==> src/rtl/vga_timing_ctrl.sv <==
// -----------------------------------------------------------------------------
// vga_timing_ctrl
//
// VGA raster timing generator with a one-stage colour/sync output pipeline.
// Default timing is 640x480@60 on a 25 MHz pixel clock.
//
// Stage 0 (combinational from the counters):
//   oVGA_X, oVGA_Y, oRequest -> coordinate and request for the pixel logic.
// Stage 1 (registered every clock):
//   oVGA_R/G/B    colour returned by the pixel logic, forced to 0 in blanking
//   oVGA_HS/VS    sync, delayed one clock so it lines up with colour
//   oVGA_BLANK    1 during the blanking interval
//   oLine_tick    one-cycle pulse after the last clock of every line
//   oFrame_tick   one-cycle pulse after the last visible pixel of a frame
//
// Ports:
//   iVGA_CLK             pixel clock
//   iRST                 asynchronous, active-high reset
//   iRed/iGreen/iBlue    4-bit colour for the coordinate shown this cycle
//   oVGA_X/oVGA_Y        10-bit visible coordinate (0 outside active area)
//   oRequest             1 when the coordinate is a visible pixel
//   oVGA_R/G/B           4-bit registered colour to the DAC
//   oVGA_HS/oVGA_VS      registered syncs, pulse level set by SYNC_POL
//   oVGA_BLANK           registered blanking flag
//   oFrame_tick          registered frame strobe
//   oLine_tick           registered line strobe
//
// Both totals must be at most 1024 because the counters are 10 bits wide.
// -----------------------------------------------------------------------------
module vga_timing_ctrl #(
  parameter int H_ACTIVE = 640,
  parameter int H_FP     = 16,
  parameter int H_SYNC   = 96,
  parameter int H_BP     = 48,
  parameter int V_ACTIVE = 480,
  parameter int V_FP     = 10,
  parameter int V_SYNC   = 2,
  parameter int V_BP     = 33,
  parameter bit SYNC_POL = 1'b0
) (
  input  logic       iVGA_CLK,
  input  logic       iRST,
  input  logic [3:0] iRed,
  input  logic [3:0] iGreen,
  input  logic [3:0] iBlue,
  output logic [9:0] oVGA_X,
  output logic [9:0] oVGA_Y,
  output logic       oRequest,
  output logic [3:0] oVGA_R,
  output logic [3:0] oVGA_G,
  output logic [3:0] oVGA_B,
  output logic       oVGA_HS,
  output logic       oVGA_VS,
  output logic       oVGA_BLANK,
  output logic       oFrame_tick,
  output logic       oLine_tick
);

  localparam int H_TOTAL = H_ACTIVE + H_FP + H_SYNC + H_BP;
  localparam int V_TOTAL = V_ACTIVE + V_FP + V_SYNC + V_BP;

  // 10-bit versions of the segment boundaries so every compare is width-matched.
  localparam logic [9:0] H_ACT   = 10'(H_ACTIVE);
  localparam logic [9:0] V_ACT   = 10'(V_ACTIVE);
  localparam logic [9:0] H_LAST  = 10'(H_TOTAL - 1);
  localparam logic [9:0] V_LAST  = 10'(V_TOTAL - 1);
  localparam logic [9:0] H_LASTA = 10'(H_ACTIVE - 1);
  localparam logic [9:0] V_LASTA = 10'(V_ACTIVE - 1);
  localparam logic [9:0] HS_FIRST = 10'(H_ACTIVE + H_FP);
  localparam logic [9:0] HS_LAST  = 10'(H_ACTIVE + H_FP + H_SYNC - 1);
  localparam logic [9:0] VS_FIRST = 10'(V_ACTIVE + V_FP);
  localparam logic [9:0] VS_LAST  = 10'(V_ACTIVE + V_FP + V_SYNC - 1);

  logic [9:0] h_cnt;
  logic [9:0] v_cnt;
  logic       active;
  logic       h_sync_on;
  logic       v_sync_on;
  logic       line_end;
  logic       frame_end;

  // Raster counters: v_cnt only moves on the last clock of a line, so a
  // frame wrap and a line wrap land on the same edge.
  always_ff @(posedge iVGA_CLK or posedge iRST) begin
    if (iRST) begin
      h_cnt <= 10'd0;
      v_cnt <= 10'd0;
    end else if (line_end) begin
      h_cnt <= 10'd0;
      if (v_cnt == V_LAST) begin
        v_cnt <= 10'd0;
      end else begin
        v_cnt <= v_cnt + 10'd1;
      end
    end else begin
      h_cnt <= h_cnt + 10'd1;
    end
  end

  always_comb begin
    active    = (h_cnt < H_ACT) && (v_cnt < V_ACT);
    h_sync_on = (h_cnt >= HS_FIRST) && (h_cnt <= HS_LAST);
    v_sync_on = (v_cnt >= VS_FIRST) && (v_cnt <= VS_LAST);
    line_end  = (h_cnt == H_LAST);
    frame_end = (h_cnt == H_LASTA) && (v_cnt == V_LASTA);
  end

  // Stage 0: coordinate handed to the pixel logic this cycle.
  assign oVGA_X   = active ? h_cnt : 10'd0;
  assign oVGA_Y   = active ? v_cnt : 10'd0;
  assign oRequest = active;

  // Stage 1: the pixel logic answers within the cycle, so its colour is
  // captured on the same edge as the sync/blank derived from the same
  // counter values, keeping everything at the pins aligned.
  always_ff @(posedge iVGA_CLK or posedge iRST) begin
    if (iRST) begin
      oVGA_R      <= 4'd0;
      oVGA_G      <= 4'd0;
      oVGA_B      <= 4'd0;
      oVGA_HS     <= ~SYNC_POL;
      oVGA_VS     <= ~SYNC_POL;
      oVGA_BLANK  <= 1'b1;
      oLine_tick  <= 1'b0;
      oFrame_tick <= 1'b0;
    end else begin
      // Colour outside the visible window is forced to black.
      oVGA_R      <= active ? iRed   : 4'd0;
      oVGA_G      <= active ? iGreen : 4'd0;
      oVGA_B      <= active ? iBlue  : 4'd0;
      oVGA_HS     <= h_sync_on ? SYNC_POL : ~SYNC_POL;
      oVGA_VS     <= v_sync_on ? SYNC_POL : ~SYNC_POL;
      oVGA_BLANK  <= ~active;
      oLine_tick  <= line_end;
      // Fires as vertical blanking starts, giving the game logic the whole
      // blanking interval to update its state.
      oFrame_tick <= frame_end;
    end
  end

endmodule
==> config.mk <==
export PLATFORM = sky130hd
export DESIGN_NAME = vga_timing_ctrl
export DESIGN_NICKNAME = d
export VERILOG_FILES = /design/src/rtl/vga_timing_ctrl.sv
export SDC_FILE = /design/constraint.sdc
export NUM_CORES = 1
export LEC_CHECK = 0
export CAP_MARGIN = 20
export CORE_MARGIN = 2
export CORE_UTILIZATION = 42
export CTS_BUF_LIST = sky130_fd_sc_hd__clkbuf_8 sky130_fd_sc_hd__clkbuf_16
export CTS_CLUSTER_DIAMETER = 80
export CTS_CLUSTER_SIZE = 16
export DETAILED_ROUTE_END_ITERATION = 7
export GPL_TIMING_DRIVEN = 1
export PLACE_DENSITY = 0.86
export SETUP_SLACK_MARGIN = 0.2
export SYNTH_ARGS = -nofsm -noshare
export SYNTH_HDL_FRONTEND = slang
export SYNTH_SLANG_ARGS = --single-unit
==> constraint.sdc <==
create_clock -name iVGA_CLK -period 1.7 [get_ports iVGA_CLK]
set_input_delay 0.255 -clock iVGA_CLK [delete_from_list [all_inputs] [get_ports iVGA_CLK]]
set_output_delay 0.255 -clock iVGA_CLK [all_outputs]
set_load 0.03 [all_outputs]
==> Yosys cells after proc, flatten, opt, wreduce, memory -nomap -nowiden <==
Index checks and enable logic that the tools add are counted.
{ "word_totals": {"register_bits": 37, "romBits": 0, "memories": 0, "elab_cells": 36, "output_inout_bits": 38, "inputBits": 14, "ram_bits": 0, "latchBits": 0} }
{ "classes": {"eq_ne": 4, "reduce_logical": 4, "add_sub_neg": 2, "shifts": 0, "bitwise_logic": 1, "n_mul": 0, "div": 0, "muxes": 9, "magnitude_cmp": 6} }
{ "ops": {"columns": ["op", "count"], "rows": [
  ["$mux W10", 4],
  ["$eq A10 B10 Y1 const B", 3],
  ["$add A10 B1 Y10 const B", 2],
  ["$mux W4", 3],
  ["$eq A10 B9 Y1 const B", 1],
  ["$ge A10 B10 Y1 const B", 1],
  ["$ge A10 B9 Y1 const B", 1],
  ["$le A10 B10 Y1 const B", 1],
  ["$le A10 B9 Y1 const B", 1],
  ["$lt A10 B10 Y1 const B", 1],
  ["$lt A10 B9 Y1 const B", 1],
  ["$logic_and A1 B1 Y1", 4],
  ["$mux W1", 2],
  ["$not A1 Y1", 1]
]} }

==> Depth between registers and ports, before layout <==
{ "depth": {"ltp_word": 3, "depth_mapped": 6, "ltp_nobuf": 6} }

==> Worst setup path before layout <==
Ideal clock, no wire load.
{ "synth_timing": {"path_type": "flip-flop to output port", "startpoint": "register v_cnt[5]", "endpoint": "output oVGA_X[0]", "path_buffers": 1, "slack_ns": -0.140, "t_arrival_ns": 1.585, "path_stages_with_launch": 6, "cell_sequence": "dfrtp_1 clkbuf_1 and4_1 nor3_2 inv_1 nor2_1"} }
{ "synth_via": {"elab_chain_len": 3} }
{ "synth_lines": {"columns": ["item", "line_no", "rtl"], "rows": [
  ["from (decl)", "75", "logic [9:0] v_cnt;"],
  ["from (signal assigned)", "93", "v_cnt <= v_cnt + 10'd1;"],
  ["$lt A10 B9 Y1", "101", "active = (h_cnt < H_ACT) && (v_cnt < V_ACT);"],
  ["$logic_and A1 B1 Y1", "101", null],
  ["$mux W10", "109", "assign oVGA_X = active ? h_cnt : 10'd0;"],
  ["to (decl)", "46", "output logic [9:0] oVGA_X,"]
]} }
Every way passes these cells.

==> Worst setup path in the final report <==
{ "layout_timing": {"startpoint": "register v_cnt[5]", "endpoint": "output oVGA_Y[5]"} }
{ "layout_via": {"elab_chain_len": 3} }
{ "layout_lines": {"columns": ["item", "line_no", "rtl"], "rows": [
  ["$lt A10 B9 Y1", "101", null],
  ["$logic_and A1 B1 Y1", "101", null],
  ["$mux W10 (*)", "110", "assign oVGA_Y = active ? v_cnt : 10'd0;"],
  ["to (decl)", "47", "output logic [9:0] oVGA_Y,"]
]} }
Every way passes the cells marked *; elsewhere a longest branch is shown, timed or not.

==> impl_metrics.py <==
metrics = {
    "outcome": {
        "violations": "setup timing",
        "run_status": "finished, violations left",
    },
    "synth": {
        "synthAdderAreaFrac": 0.0285,
        "seq_area_frac_synth": 0.529,
        "ys_ff_latch": 37,
        "synth.area.mux_share": 0,
        "avgSynthCellArea_sq_um": 10.4,
        "synth_top_family_by_area": "simple AND/OR/NAND/NOR gates",
        "yosys.cell_types.count": 40,
        "syn-cell-area_sq_mm": 0.00176,
        "synthArstFlopShare": 1.00,
        "synth_common_cells": "dfrtp_1 (34), and2_1 (26), nand3_1 (13), nor2_1 (13), inv_1 (9)",
        "synthSimpleGateAreaFrac": 0.301,
        "syn-instance-count": 169,
        "synth_nets": 187,
        "synthXorXnorAreaFrac": 0.0449,
        "synth_top_cells_by_area": "dfrtp_1 (48%), and2_1 (9.3%), dfstp_2 (4.5%), nand3_1 (3.7%), ha_1 (2.8%)",
        "synthFlopType": "dfrtp_1",
        "synth_edf_count": 0,
        "synth.most_common_cell": "dfrtp_1",
        "yosysTopAreaCell": "dfrtp_1",
        "yosysWarnings": 0,
        "yosys.area.top_type_share": 0.484,
        "synth_compound_area_frac": 0.0548,
    },
    "sta": {
        "finalMaxSlewViolations": 0,
        "fin_skew_ns": 0.00824,
        "fmax_mhz": 531,
        "worstMarginPinSlew_ns": 0.549,
        "finalSetupViolCount": 21,
        "fin_crit_ns": 1.88,
        "final_hold_viol_count": 0,
        "rsz0062_at_grt": "true",
        "fin_crit_sh": 1.11,
        "worst_slack_ns": -0.185,
        "max-slew-margin-rel": 0.630,
        "holdWs_ns": 0.310,
    },
    "cells_and_area": {
        "final_cell_count_no_fill": 320,
        "post-route-util": 0.798,
        "area_growth_pct": 81.8,
        "fillCellCount": 225,
        "drive_above_1_share": 0.511,
        "n_antenna_cell": 0,
        "final_area_sq_mm": 0.00319,
        "nets": 287,
    },
    "global_routing": {
        "grt_first_pass_wirelength_um": 8540,
        "grt_use_total": 0.258,
        "grt_max_degree": 38,
        "antenna_found_initial": 0,
        "overflow": 0,
        "grt_pass1_vias": 1693,
    },
    "route": {
        "drc_errors": 0,
        "wl_per_cell_um": 19.0,
        "antenna_left": 0,
        "avgViaCountPerCell": 5.31,
        "dr.pass1.iters": 4,
        "drtIter0Drc": 91,
        "num_vias": 1698,
        "wl_um": 6090,
    },
    "critical_path": {
        "timing.rr.start": "h_cnt[9]",
        "worstSetupStartpoint": "v_cnt[5]",
        "critical_path_class": "reg2out",
        "crit_required_ns": 1.44,
        "path_max_fanout": 7,
        "cp.arrival_ns": 1.63,
        "end_kind": "output port",
        "startpoint_type": "flop",
    },
    "floorplan": {
        "die_w_um": 68.7,
        "design.die.area_sq_mm": 0.00472,
        "row_count": 23,
        "core-area_sq_mm": 0.00400,
        "pin_count": 52,
        "fp.dieH_um": 68.7,
        "initial_core_util": 0.439,
    },
    "cts": {
        "cts_tree": "built",
        "cts.sinks": 37,
        "cts_root_buf": "clkbuf_8",
        "clock_latency_ns": 0.30,
        "cts_made_buffers": 5,
        "cts_max_path_buffers": 2,
        "h-tree-depth": 2,
        "cts_hold_buffers": 0,
        "clkTransAtPathRegs_ns": 0.07,
    },
    "pwr": {
        "worst_ir_drop_vdd_uv": 480,
        "intPower_mw": 1.42,
        "seqPwrFrac": 0.495,
        "power_switching_uw": 396,
        "swShare": 0.218,
        "power-per-cell-area_mw_per_mm2": 568,
        "clock_power_share": 0.441,
        "p_comb_frac": 0.064,
        "leakage_nw": 1.46,
    },
    "placement": {
        "gp_congestion": 0.873,
        "dp.cells": 287,
        "placed_cell_area_sq_mm": 0.00252,
        "port_buffers": 50,
        "dp_hpwl_um": 3150,
        "dp_slack_ns": -0.0388,
    },
    "worst_hold_path": {
        "hold_class": "in2async",
    },
    "run": {
        "cap_viol_max_count": 0,
    },
}
layout make-up:
cell class	count	area (sq um)	share of cell area
Clock buffer	6	82.6	0.0259
Clock inverter	2	33.8	0.0106
Inverter	10	52.6	0.0165
Multi-Input combinational cell	116	1050	0.330
Sequential cell	37	932	0.292
Tap cell	50	62.6	0.0196
Timing Repair Buffer	99	975	0.305
power by group through the flow:
stage          Sequential (mW)  Combinational [mW]  Clock [mW]
3_5_place_dp             0.915               0.125           0
4_1_cts                  0.897               0.115       0.785
2_1_floorplan            0.946              0.0266           0
6_report                 0.898               0.117       0.800
3_3_place_gp             0.914               0.123           0
5_1_grt                  0.899               0.124       0.856
placed cells by master, fill, tap and decap left out, types with 3 or more instances in the layout:
master	n
buf_4	34
and2_1	11
dfrtp_1	32
xnor2_1	3
buf_12	3
and2_4	14
clkbuf_8	6
nand2_1	5
nand3_1	11
nor2_4	10
clkdlybuf4s50_1	13
nand4_1	4
dlygate4sd2_1	16
inv_1	7
buf_6	27
nor2_1	3
dfstp_2	3
buf_8	5
xor2_1	5
state kept, by name, summed over array words and instances (netlist names):
name	count
oVGA_VS	1
v_cnt	10
oVGA_BLANK	1
oVGA_R	4
oVGA_HS	1
oFrame_tick	1
oLine_tick	1
oVGA_G	4
h_cnt	10
oVGA_B	4
path summary, 6_finish.rpt:
kind | to | slack, ns | depth (start not counted)
min reg2reg | h_cnt[2] | 0.58 | 2
max | oVGA_Y[5] | -0.18 | 6
max in group asynchronous | oVGA_BLANK | 1.14 | 3
max reg2reg | v_cnt[9] | -0.02 | 8
min in group iVGA_CLK | oVGA_B[3] | 0.51 | 2
min | v_cnt[2] | 0.31 | 3
kinds of logic (layout without fill, tap and decap cells):
logic type / after synthesis / after routing
AND/OR/NAND/NOR: 87 / 87
flip-flops: 37 / 37
buffers and inverters: 16 / 117
AO/OA/AOI/OAI: 15 / 15
XOR/XNOR: 9 / 9
adder cells (fa/ha/maj): 4 / 4
other: 1 / 1
per-stage QoR:
stage                     total power [mW]  TNS (ns)
after detailed placement              1.04   -0.0680
after CTS                             1.80     -2.42
after global routing                  1.88     -4.25
after global placement                1.04         0
after floorplan                      0.972         0
final                                 1.81     -3.11
routing by layer:
metal | track usage | wire, um
met1 | 0.297 | 2260
met2 | 0.459 | 3330
met3 | 0.0568 | 315
met4 | 0.110 | 178
met5 | 0 | 0
worst max-delay path, stage by stage (launching register included):
cell,delay [ns]
dfrtp_1,0.38
and4_4,0.21
nor3_4,0.21
buf_12,0.16
buf_8,0.11
and2_4,0.14
buf_6,0.12
repair_timing:
item | 4_1_cts | 5_1_grt
endpoints found under the setup margin | 53 | 49
resized for setup | 68 | 34
gates cloned | 0 | 1
buffers inserted | 18 | 6
pin swaps | 28 | 10
(Power assumes the default switching activity.)
